$ cat src/rtl/fetch_unit_if.sv
// CODE-bus capture controls and architectural outputs of the fetch stage.
// FETCH_INSTR_PC_EN adds the instr_pc trace signal.
interface fetch_unit_if;
    logic [7:0]  code_data;
    logic        pc_en;
    logic        jump_flag;
    logic        pc_add_rel;
    logic        ir_en;
    logic        direct_en;
    logic        rel_en;
    logic        bit_en;
    logic        imm_en;
    logic        addr_hi_en;
    logic        addr_lo_en;
    logic [15:0] pc;
    logic [7:0]  ir;
    logic [7:0]  direct;
    logic [7:0]  rel;
    logic [7:0]  bit_addr;
    logic [7:0]  imm;
    logic [7:0]  addr_hi;
    logic [7:0]  addr_lo;
    logic        instr_done;
    logic [1:0]  bytes_left;
    logic        seq_err;
`ifdef FETCH_INSTR_PC_EN
    logic [15:0] instr_pc;
`endif

    modport master (
        output code_data, pc_en, jump_flag, pc_add_rel, ir_en,
               direct_en, rel_en, bit_en, imm_en, addr_hi_en, addr_lo_en,
        input  pc, ir, direct, rel, bit_addr, imm, addr_hi, addr_lo,
               instr_done, bytes_left, seq_err
`ifdef FETCH_INSTR_PC_EN
        , input instr_pc
`endif
    );

    modport slave (
        input  code_data, pc_en, jump_flag, pc_add_rel, ir_en,
               direct_en, rel_en, bit_en, imm_en, addr_hi_en, addr_lo_en,
        output pc, ir, direct, rel, bit_addr, imm, addr_hi, addr_lo,
               instr_done, bytes_left, seq_err
`ifdef FETCH_INSTR_PC_EN
        , output instr_pc
`endif
    );
endinterface

$ cat src/rtl/fetch_unit.sv
// PC / IR / operand capture stage with MCS-51 instruction-length tracking.
// Optional FETCH_INSTR_PC_EN: records the PC of each captured opcode on instr_pc.
module fetch_unit #(
    parameter logic [15:0] PC_RESET = 16'h0000,
    parameter logic [7:0]  IR_RESET = 8'h00
) (
    input  logic         clk,
    input  logic         reset,
    fetch_unit_if.slave  bus
);

    typedef enum logic {OP_WAIT, OPND} state_t;

    state_t      state_reg, state_next;
    logic [15:0] pc_reg, pc_next;
    logic [7:0]  ir_reg;
    logic [1:0]  bytes_left_reg, bytes_left_next;
    logic        instr_done_reg, instr_done_next;
    logic        seq_err_reg, seq_err_next;
    logic [1:0]  op_len;

    // Operand registers, index order: direct, rel, bit, imm, addr_hi, addr_lo
    logic [5:0]  opnd_en;
    logic [7:0]  opnd_reg [6];
    logic        opnd_evt;

    assign opnd_en  = {bus.addr_lo_en, bus.addr_hi_en, bus.imm_en,
                       bus.bit_en, bus.rel_en, bus.direct_en};
    assign opnd_evt = |opnd_en;

    generate
        for (genvar gi = 0; gi < 6; gi++) begin : g_opnd
            always_ff @(posedge clk) begin
                if (reset)
                    opnd_reg[gi] <= 8'h00;
                else if (opnd_en[gi])
                    opnd_reg[gi] <= bus.code_data;
            end
        end
    endgenerate

    // MCS-51 length table, grouped by low nibble of the opcode
    function automatic logic [1:0] decode_len(input logic [7:0] op);
        logic [3:0] hi;
        logic [3:0] lo;
        hi = op[7:4];
        lo = op[3:0];
        decode_len = 2'd1;
        case (lo)
            4'h0: begin
                if (hi inside {4'h1, 4'h2, 4'h3, 4'h9}) decode_len = 2'd3;
                else if (hi inside {[4'h4:4'hD]})      decode_len = 2'd2;
            end
            4'h1: decode_len = 2'd2;
            4'h2: begin
                if (hi inside {4'h0, 4'h1})            decode_len = 2'd3;
                else if (hi inside {[4'h4:4'hD]})      decode_len = 2'd2;
            end
            4'h3: if (hi inside {4'h4, 4'h5, 4'h6})    decode_len = 2'd3;
            4'h4: begin
                if (hi == 4'hB)                        decode_len = 2'd3;
                else if (hi inside {[4'h2:4'h7], 4'h9}) decode_len = 2'd2;
            end
            4'h5: begin
                if (hi inside {4'h7, 4'h8, 4'hB, 4'hD}) decode_len = 2'd3;
                else if (hi != 4'hA)                   decode_len = 2'd2;
            end
            4'h6, 4'h7: begin
                if (hi == 4'hB)                        decode_len = 2'd3;
                else if (hi inside {4'h7, 4'h8, 4'hA}) decode_len = 2'd2;
            end
            default: begin
                if (hi == 4'hB)                        decode_len = 2'd3;
                else if (hi inside {4'h7, 4'h8, 4'hA, 4'hD}) decode_len = 2'd2;
            end
        endcase
    endfunction

    assign op_len = decode_len(bus.code_data);

    // Jump and relative targets use the operand values from before this edge
    always_comb begin
        pc_next = pc_reg;
        if (bus.pc_en) begin
            if (bus.jump_flag)
                pc_next = {opnd_reg[4], opnd_reg[5]};
            else if (bus.pc_add_rel)
                pc_next = pc_reg + {{8{opnd_reg[1][7]}}, opnd_reg[1]};
            else
                pc_next = pc_reg + 16'd1;
        end
    end

    always_comb begin
        state_next      = state_reg;
        bytes_left_next = bytes_left_reg;
        instr_done_next = 1'b0;
        seq_err_next    = seq_err_reg;
        if (bus.ir_en) begin
            if (state_reg == OPND)
                seq_err_next = 1'b1;
            bytes_left_next = op_len - 2'd1;
            if (op_len == 2'd1) begin
                instr_done_next = 1'b1;
                state_next      = OP_WAIT;
            end else begin
                state_next      = OPND;
            end
        end else if (opnd_evt) begin
            if (state_reg == OPND) begin
                bytes_left_next = bytes_left_reg - 2'd1;
                if (bytes_left_reg == 2'd1) begin
                    instr_done_next = 1'b1;
                    state_next      = OP_WAIT;
                end
            end else begin
                seq_err_next = 1'b1;
            end
        end
    end

    always_ff @(posedge clk) begin
        if (reset) begin
            state_reg      <= OP_WAIT;
            pc_reg         <= PC_RESET;
            ir_reg         <= IR_RESET;
            bytes_left_reg <= 2'd0;
            instr_done_reg <= 1'b0;
            seq_err_reg    <= 1'b0;
        end else begin
            state_reg      <= state_next;
            pc_reg         <= pc_next;
            bytes_left_reg <= bytes_left_next;
            instr_done_reg <= instr_done_next;
            seq_err_reg    <= seq_err_next;
            if (bus.ir_en)
                ir_reg <= bus.code_data;
        end
    end

`ifdef FETCH_INSTR_PC_EN
    logic [15:0] instr_pc_reg;

    always_ff @(posedge clk) begin
        if (reset)
            instr_pc_reg <= PC_RESET;
        else if (bus.ir_en)
            instr_pc_reg <= pc_reg;
    end

    assign bus.instr_pc = instr_pc_reg;
`endif

    assign bus.pc         = pc_reg;
    assign bus.ir         = ir_reg;
    assign bus.direct     = opnd_reg[0];
    assign bus.rel        = opnd_reg[1];
    assign bus.bit_addr   = opnd_reg[2];
    assign bus.imm        = opnd_reg[3];
    assign bus.addr_hi    = opnd_reg[4];
    assign bus.addr_lo    = opnd_reg[5];
    assign bus.instr_done = instr_done_reg;
    assign bus.bytes_left = bytes_left_reg;
    assign bus.seq_err    = seq_err_reg;

endmodule

$ cat src/flat_wrapper.sv
// flat-port wrapper written by rule: the top's interface ports become plain ports
module fetch_unit_flat 
#(
    parameter logic [15:0] PC_RESET = 16'h0000,
    parameter logic [7:0]  IR_RESET = 8'h00
)
  (clk, reset, bus_code_data, bus_pc_en, bus_jump_flag, bus_pc_add_rel, bus_ir_en, bus_direct_en, bus_rel_en, bus_bit_en, bus_imm_en, bus_addr_hi_en, bus_addr_lo_en, bus_pc, bus_ir, bus_direct, bus_rel, bus_bit_addr, bus_imm, bus_addr_hi, bus_addr_lo, bus_instr_done, bus_bytes_left, bus_seq_err);
  fetch_unit_if bus_i ();
  input  logic clk;
  input  logic reset;
  input wire logic [$bits(bus_i.code_data)-1:0] bus_code_data;
  input wire logic [$bits(bus_i.pc_en)-1:0] bus_pc_en;
  input wire logic [$bits(bus_i.jump_flag)-1:0] bus_jump_flag;
  input wire logic [$bits(bus_i.pc_add_rel)-1:0] bus_pc_add_rel;
  input wire logic [$bits(bus_i.ir_en)-1:0] bus_ir_en;
  input wire logic [$bits(bus_i.direct_en)-1:0] bus_direct_en;
  input wire logic [$bits(bus_i.rel_en)-1:0] bus_rel_en;
  input wire logic [$bits(bus_i.bit_en)-1:0] bus_bit_en;
  input wire logic [$bits(bus_i.imm_en)-1:0] bus_imm_en;
  input wire logic [$bits(bus_i.addr_hi_en)-1:0] bus_addr_hi_en;
  input wire logic [$bits(bus_i.addr_lo_en)-1:0] bus_addr_lo_en;
  output wire logic [$bits(bus_i.pc)-1:0] bus_pc;
  output wire logic [$bits(bus_i.ir)-1:0] bus_ir;
  output wire logic [$bits(bus_i.direct)-1:0] bus_direct;
  output wire logic [$bits(bus_i.rel)-1:0] bus_rel;
  output wire logic [$bits(bus_i.bit_addr)-1:0] bus_bit_addr;
  output wire logic [$bits(bus_i.imm)-1:0] bus_imm;
  output wire logic [$bits(bus_i.addr_hi)-1:0] bus_addr_hi;
  output wire logic [$bits(bus_i.addr_lo)-1:0] bus_addr_lo;
  output wire logic [$bits(bus_i.instr_done)-1:0] bus_instr_done;
  output wire logic [$bits(bus_i.bytes_left)-1:0] bus_bytes_left;
  output wire logic [$bits(bus_i.seq_err)-1:0] bus_seq_err;
  assign bus_i.code_data = bus_code_data;
  assign bus_i.pc_en = bus_pc_en;
  assign bus_i.jump_flag = bus_jump_flag;
  assign bus_i.pc_add_rel = bus_pc_add_rel;
  assign bus_i.ir_en = bus_ir_en;
  assign bus_i.direct_en = bus_direct_en;
  assign bus_i.rel_en = bus_rel_en;
  assign bus_i.bit_en = bus_bit_en;
  assign bus_i.imm_en = bus_imm_en;
  assign bus_i.addr_hi_en = bus_addr_hi_en;
  assign bus_i.addr_lo_en = bus_addr_lo_en;
  assign bus_pc = bus_i.pc;
  assign bus_ir = bus_i.ir;
  assign bus_direct = bus_i.direct;
  assign bus_rel = bus_i.rel;
  assign bus_bit_addr = bus_i.bit_addr;
  assign bus_imm = bus_i.imm;
  assign bus_addr_hi = bus_i.addr_hi;
  assign bus_addr_lo = bus_i.addr_lo;
  assign bus_instr_done = bus_i.instr_done;
  assign bus_bytes_left = bus_i.bytes_left;
  assign bus_seq_err = bus_i.seq_err;
  fetch_unit #(.PC_RESET(PC_RESET), .IR_RESET(IR_RESET)) u_core (.clk(clk), .reset(reset), .bus(bus_i));
endmodule
$ cat config.mk
export PLATFORM = sky130hd
export DESIGN_NAME = fetch_unit_flat
export DESIGN_NICKNAME = d
export VERILOG_FILES = /design/src/rtl/fetch_unit_if.sv /design/src/rtl/fetch_unit.sv /design/src/flat_wrapper.sv
export SDC_FILE = /design/constraint.sdc
export NUM_CORES = 1
export LEC_CHECK = 0
export BUFFER_PORTS_ARGS = -buffer_cell sky130_fd_sc_hd__buf_4
export CORE_MARGIN = 3
export CORE_UTILIZATION = 56
export CTS_BUF_LIST = sky130_fd_sc_hd__clkbuf_2 sky130_fd_sc_hd__clkbuf_4 sky130_fd_sc_hd__clkbuf_8
export CTS_CLUSTER_DIAMETER = 150
export DETAILED_ROUTE_END_ITERATION = 16
export GPL_ROUTABILITY_DRIVEN = 0
export HOLD_SLACK_MARGIN = 0.05
export PLACE_DENSITY = 0.85
export SLEW_MARGIN = 10
export SYNTH_ARGS = -nofsm -noshare
export SYNTH_HDL_FRONTEND = slang
export SYNTH_SLANG_ARGS = --single-unit
$ cat constraint.sdc
create_clock -name clk -period 2.9 [get_ports clk]
set_clock_uncertainty 0.05 [all_clocks]
set_input_delay 0 -clock clk [delete_from_list [all_inputs] [get_ports clk]]
set_output_delay 0 -clock clk [all_outputs]
set_load 0.005 [all_outputs]
==> impl_metrics.yaml, run 1 <==
timing:
  drv_slew: 0
  tightest_slew_ns: 0.444
  hold_viol: 0
  rsz0062_at_grt: "no"
  fmaxAchievable_mhz: 390
  whs_ns: 0.0526
  timing.final.crit_share_pct: 88.3
  finalSetupViolations: 0
  fin_crit_ns: 2.56
  slew_headroom_pct: 70.3
  tns_ns: 0
critical_path:
  worst_setup_path_end_kind: "flop"
  cp_max_fo: 8
  path_class: "reg -> reg"
  required_ns: 3.09
  arrival_ns: 2.75
  critPathLaunchType: "flop"
worst_hold_path:
  hp-class: "in -> reg"
yosys:
  ys_seq_elements: 77
  synth_area_leader_cell: "edfxtp_1"
  synth_area_per_cell_sq_um: 9.81
  synth-edff-count: 48
  yosysWarnings: 0
  post-synth-top-count-cell: "and2_1"
  synth_top_area_share_pct: 34.0
  syn_area_sq_mm: 0.00424
  ys_types: 58
  synth_cells: 432
  syn-num-nets: 472
  synthFlopType: "edfxtp_1"
  yosys-top-cells-count: "and2_1, nor2_1, edfxtp_1"
  netlist_top_cells_area: "edfxtp_1, dfxtp_1, and2_1, ha_1, nor2_1"
  seq_area_frac_synth_pct: 47.7
  async_flop_share_pct: 0
global_route:
  grt_max_degree: 43
  antenna_found_initial: 0
  grtUsageTotal_pct: 25.3
  grt-ovfl-total: 0
  grt_pass1_wl_mm: 17.1
  grt_pass1_vias: 3592
run:
  cap_violations: 0
drt:
  drc: 0
  viasPerCell: 5.61
  drtPass1Iterations: 5
  wl_per_cell_microns: 16.3
  routed_wl_mm: 10.5
  drtIter0Drc: 183
  detail-route-antenna-nets: 0
  route.vias.total: 3611
floorplan:
  fp.dieW_microns: 93.0
  start_util_pct: 58.1
  die_height_microns: 93.0
  num_rows: 31
  die_area_sq_mm: 0.00865
  coreArea_sq_mm: 0.00729
  io_pins: 96
pwr:
  leakagePower_uw: 0.00237
  p_per_area_mw_per_mm2: 484
  peakVddDrop_mv: 0.387
clock_network:
  cts_buffer_depth: 2
  htreeDepth: 3
  cts_tree: "yes"
  clkTransAtPathRegs_ns: 0.09
  root_buffer: "clkbuf_8"
  clock-sinks: 77
  clkLatencyLatePin_ns: 0.36
  numCtsBuffers: 9
layout:
  drive_gt1_share_pct: 22.4
  syn2layout_area_growth_pct: 27.3
  nets: 580
  largest_reg_flops: 48
  final_util_pct: 74.0
  diodes: 0
place:
  dp_hpwl_mm: 7.11
  portBuffers: 95
run_status:
  status: "completed"
through the flow:
step | cell area [sq um] | instances | worst slack, ns | power (uW)
2_1_floorplan | 4240 | 432 | 0.621 | 1610
3_3_place_gp | 4960 | 603 | 0.496 | 1810
3_5_place_dp | 4960 | 603 | 0.368 | 1840
4_1_cts | 5400 | 644 | 0.352 | 2610
5_1_grt | 5400 | 644 | 0.0908 | 2730
6_report | 5400 | 644 | 0.338 | 2610
cells by family after synthesis:
logic type                 Yosys count  share of synthesized area, %
xor gates and xnor gates            11                          2.27
muxes                               14                          3.31
buffers and inverters               38                          3.96
AOI/OAI and AO/OA                   84                          13.4
DFF                                 77                          47.7
and+or+nand+nor                    188                          23.3
adders and majority gates           20                          6.08
what timing repair did:
item                      4_1_cts  5_1_grt
hold buffers                   25        0
buffers inserted                0        0
hold endpoints to repair       95        0
gates resized for setup         0        0
routing by layer:
| metal | wire (microns) | part of all wire, % | vias to the layer above | GRT usage (%) |
|---|---|---|---|---|
| met3 | 721 | 6.9 | 28 | 6.28 |
| met1 | 4110 | 39 | 1701 | 29.4 |
| li1 | - | - | 1745 | - |
| met5 | 0 | 0 | - | 0 |
| met2 | 5430 | 52 | 137 | 44.9 |
| met4 | 255 | 2.4 | 0 | 9.77 |
cell usage in the layout, fill, tap and decap left out, types with 5 or more instances in the layout:
master | Yosys | routed
and2_1 | 54 | 54
edfxtp_1 | 48 | 48
ha_1 | 19 | 19
a211oi_1 | 10 | 10
nor2_1 | 50 | 50
nand3_1 | 8 | 8
clkbuf_8 | 0 | 9
inv_1 | 15 | 15
nor2b_1 | 9 | 9
o211ai_1 | 6 | 6
nand2b_1 | 5 | 5
buf_4 | 0 | 95
nand2_1 | 31 | 31
xnor2_1 | 9 | 9
a21oi_1 | 20 | 20
dfxtp_1 | 29 | 29
or2_2 | 6 | 6
nor3_1 | 7 | 7
o21ai_0 | 13 | 13
dlygate4sd3_1 | 0 | 25
mux2i_1 | 14 | 14
worst max-delay path: stages, from the launching register on:
cell and delay, ns:
edfxtp_1 0.39, nand2_1 0.15, inv_1 0.18, ha_1 0.48
nand4_1 0.14, a21oi_1 0.20, nand4_1 0.12, o211ai_1 0.29
nor4b_1 0.10, o32ai_1 0.27, o21ai_1 0.08
power breakdown:
group          leakage (uW)  total (uW)  switching [uW]  internal [uW]
clock network     0.0000829         768             448            321
logic               0.00154         536             265            271
registers          0.000756        1310            54.7           1250
final timing paths:
check                                                          from                                  end  slack (ns)  cells past startpoint
worst max-delay path            u_core.opnd_reg[1][7]$_SDFFCE_PN0P_       u_core.bus.pc[15]$_SDFFE_PP0P_        0.34                     10
worst min-delay path                                 bus_addr_lo_en  u_core.opnd_reg[5][7]$_SDFFCE_PN0P_        0.05                      2
worst max register to register  u_core.opnd_reg[1][7]$_SDFFCE_PN0P_       u_core.bus.pc[15]$_SDFFE_PP0P_        0.34                     10
worst min register to register      u_core.bus.seq_err$_SDFFE_PP0P_      u_core.bus.seq_err$_SDFFE_PP0P_        0.44                      2
layout make-up:
cell class,count,area (sq um)
Multi-Input combinational cell,317,2050
Clock buffer,9,124
Fill cell,523,1900
Sequential cell,77,2020
Timing Repair Buffer,120,963
Clock inverter,7,57.6
Tap cell,99,124
Inverter,15,56.3
(Power assumes the default switching activity.)
==> run 2, diff against run 1 <==
--- a/config.mk
+++ b/config.mk
@@ -8,7 +8,7 @@
 export BUFFER_PORTS_ARGS = -buffer_cell sky130_fd_sc_hd__buf_4
 export CORE_MARGIN = 3
 export CORE_UTILIZATION = 56
-export CTS_BUF_LIST = sky130_fd_sc_hd__clkbuf_2 sky130_fd_sc_hd__clkbuf_4 sky130_fd_sc_hd__clkbuf_8
+export CTS_BUF_LIST = sky130_fd_sc_hd__clkbuf_4
 export CTS_CLUSTER_DIAMETER = 150
 export DETAILED_ROUTE_END_ITERATION = 16
 export GPL_ROUTABILITY_DRIVEN = 0
==> impl_metrics.yaml, run 2 (synthesis results as in run 1) <==
run_status:
  status: "completed"
place:
  place_inst: 603
  dp_hpwl_mm: 7.11
  portBuffers: 95
  place_ws_ns: 0.368
floorplan:
  num_rows: 31
  fp.dieW_microns: 93.0
  start_util_pct: 58.1
  io_pins: 96
  die_area_sq_mm: 0.00865
  coreArea_sq_mm: 0.00729
  die_height_microns: 93.0
pwr:
  p_per_area_mw_per_mm2: 457
  leakagePower_uw: 0.00235
  power.total_uw: 2450
  peakVddDrop_mv: 0.318
timing:
  tns_ns: 0
  tightest_slew_ns: 0.458
  timing.final.crit_share_pct: 95.1
  fmaxAchievable_mhz: 363
  rsz0062_at_grt: "no"
  slew_headroom_pct: 69.4
  fin_ws_ns: 0.143
  drv_slew: 0
  hold_viol: 0
  fin_crit_ns: 2.76
  finalSetupViolations: 0
clock_network:
  cts_buffer_depth: 2
  clkTransAtPathRegs_ns: 0.13
  root_buffer: "clkbuf_4"
  clkLatencyLatePin_ns: 0.43
  cts_tree: "yes"
  clock-sinks: 77
  htreeDepth: 3
  numCtsBuffers: 9
critical_path:
  path_class: "reg -> reg"
  arrival_ns: 3.04
  worst_setup_path_end_kind: "flop"
  required_ns: 3.18
  cp_max_fo: 5
  critPathLaunchType: "flop"
global_route:
  grtUsageTotal_pct: 25.3
  grt_pass1_wl_mm: 17.0
  grt-ovfl-total: 0
  antenna_found_initial: 0
  grt_pass1_vias: 3656
  grt_max_degree: 43
drt:
  highest_layer: "met4"
  drc: 0
  detail-route-antenna-nets: 0
  route.met2.wl_mm: 5.45
  route.vias.total: 3593
  routed_wl_mm: 10.4
  routedLengthMet1_mm: 3.95
  viasPerCell: 5.56
  drtPass1Iterations: 5
  wl_met3_microns: 789
  drtIter0Drc: 187
  wl_per_cell_microns: 16.1
layout:
  drive_gt1_share_pct: 23.0
  final_common_cell: "buf_4"
  instances_no_fill: 646
  most-common-layout-cells: "buf_4, and2_1, nor2_1"
  fillers: 534
  diodes: 0
  largest_reg_flops: 48
  syn2layout_area_growth_pct: 26.7
  nets: 582
worst_hold_path:
  hp-class: "reg -> reg"
run:
  cap_violations: 0
## run 2: layout make-up
class | count | area (sq um) | area share [%]
clock buffers | 9 | 67.6 | 1.26
clock inverters | 7 | 57.6 | 1.07
well taps | 99 | 124 | 2.31
inverters | 15 | 56.3 | 1.05
multi-input cells | 317 | 2060 | 38.3
repair buffers | 122 | 983 | 18.3
flip-flops and latches | 77 | 2020 | 37.7
## run 2: final timing paths
| check | from | endpoint | slack [ns] | depth (start not counted) |
|---|---|---|---|---|
| min reg2reg | u_core.bus.seq_err$_SDFFE_PP0P_ | u_core.bus.seq_err$_SDFFE_PP0P_ | 0.45 | 2 |
| max reg2reg | u_core.opnd_reg[1][3]$_SDFFCE_PN0P_ | u_core.bus.pc[13]$_SDFFE_PP0P_ | 0.14 | 10 |
| min | u_core.bus.seq_err$_SDFFE_PP0P_ | u_core.bus.seq_err$_SDFFE_PP0P_ | 0.45 | 2 |
| max | u_core.opnd_reg[1][3]$_SDFFCE_PN0P_ | u_core.bus.pc[13]$_SDFFE_PP0P_ | 0.14 | 10 |
## run 2: per-stage QoR
step,area [sq um],util [%],hold slack (ns)
6_report,5370,73.6,0.451
5_1_grt,5370,73.6,0.466
4_1_cts,5360,73.5,0.436
3_5_place_dp,4960,68.1,0.337
3_3_place_gp,4960,68.1,0.312
2_1_floorplan,4240,-,0.132
## run 2: report_power, final
part	leakage [uW]	switching (uW)	internal, uW
Clock	0.0000596	420	186
Combinational	0.00154	265	274
Sequential	0.000756	55.2	1250
## run 2: critical path, stage by stage, from the launching register on
cell and delay [ns]:
edfxtp_1 0.41, and2_1 0.18, ha_1 0.35, a21o_1 0.21, a21oi_2 0.20, nand3_1 0.15
a21oi_2 0.21, o21bai_1 0.10, xnor2_1 0.15, o22ai_1 0.10, dlygate4sd3_1 0.56
## run 2: timing repair
action | in CTS | in global routing
setup endpoints to repair | 0 | 1
buffers inserted | 0 | 0
hold buffers | 27 | 0
resized for setup | 0 | 5
endpoints found under the hold margin | 125 | 0
## run 2: metal layers
metal / vias up / GRT usage, %
met4: 0 / 12.3
met5: - / 0
met3: 25 / 6.11
met2: 137 / 44.9
met1: 1679 / 28.2
li1: 1752 / -
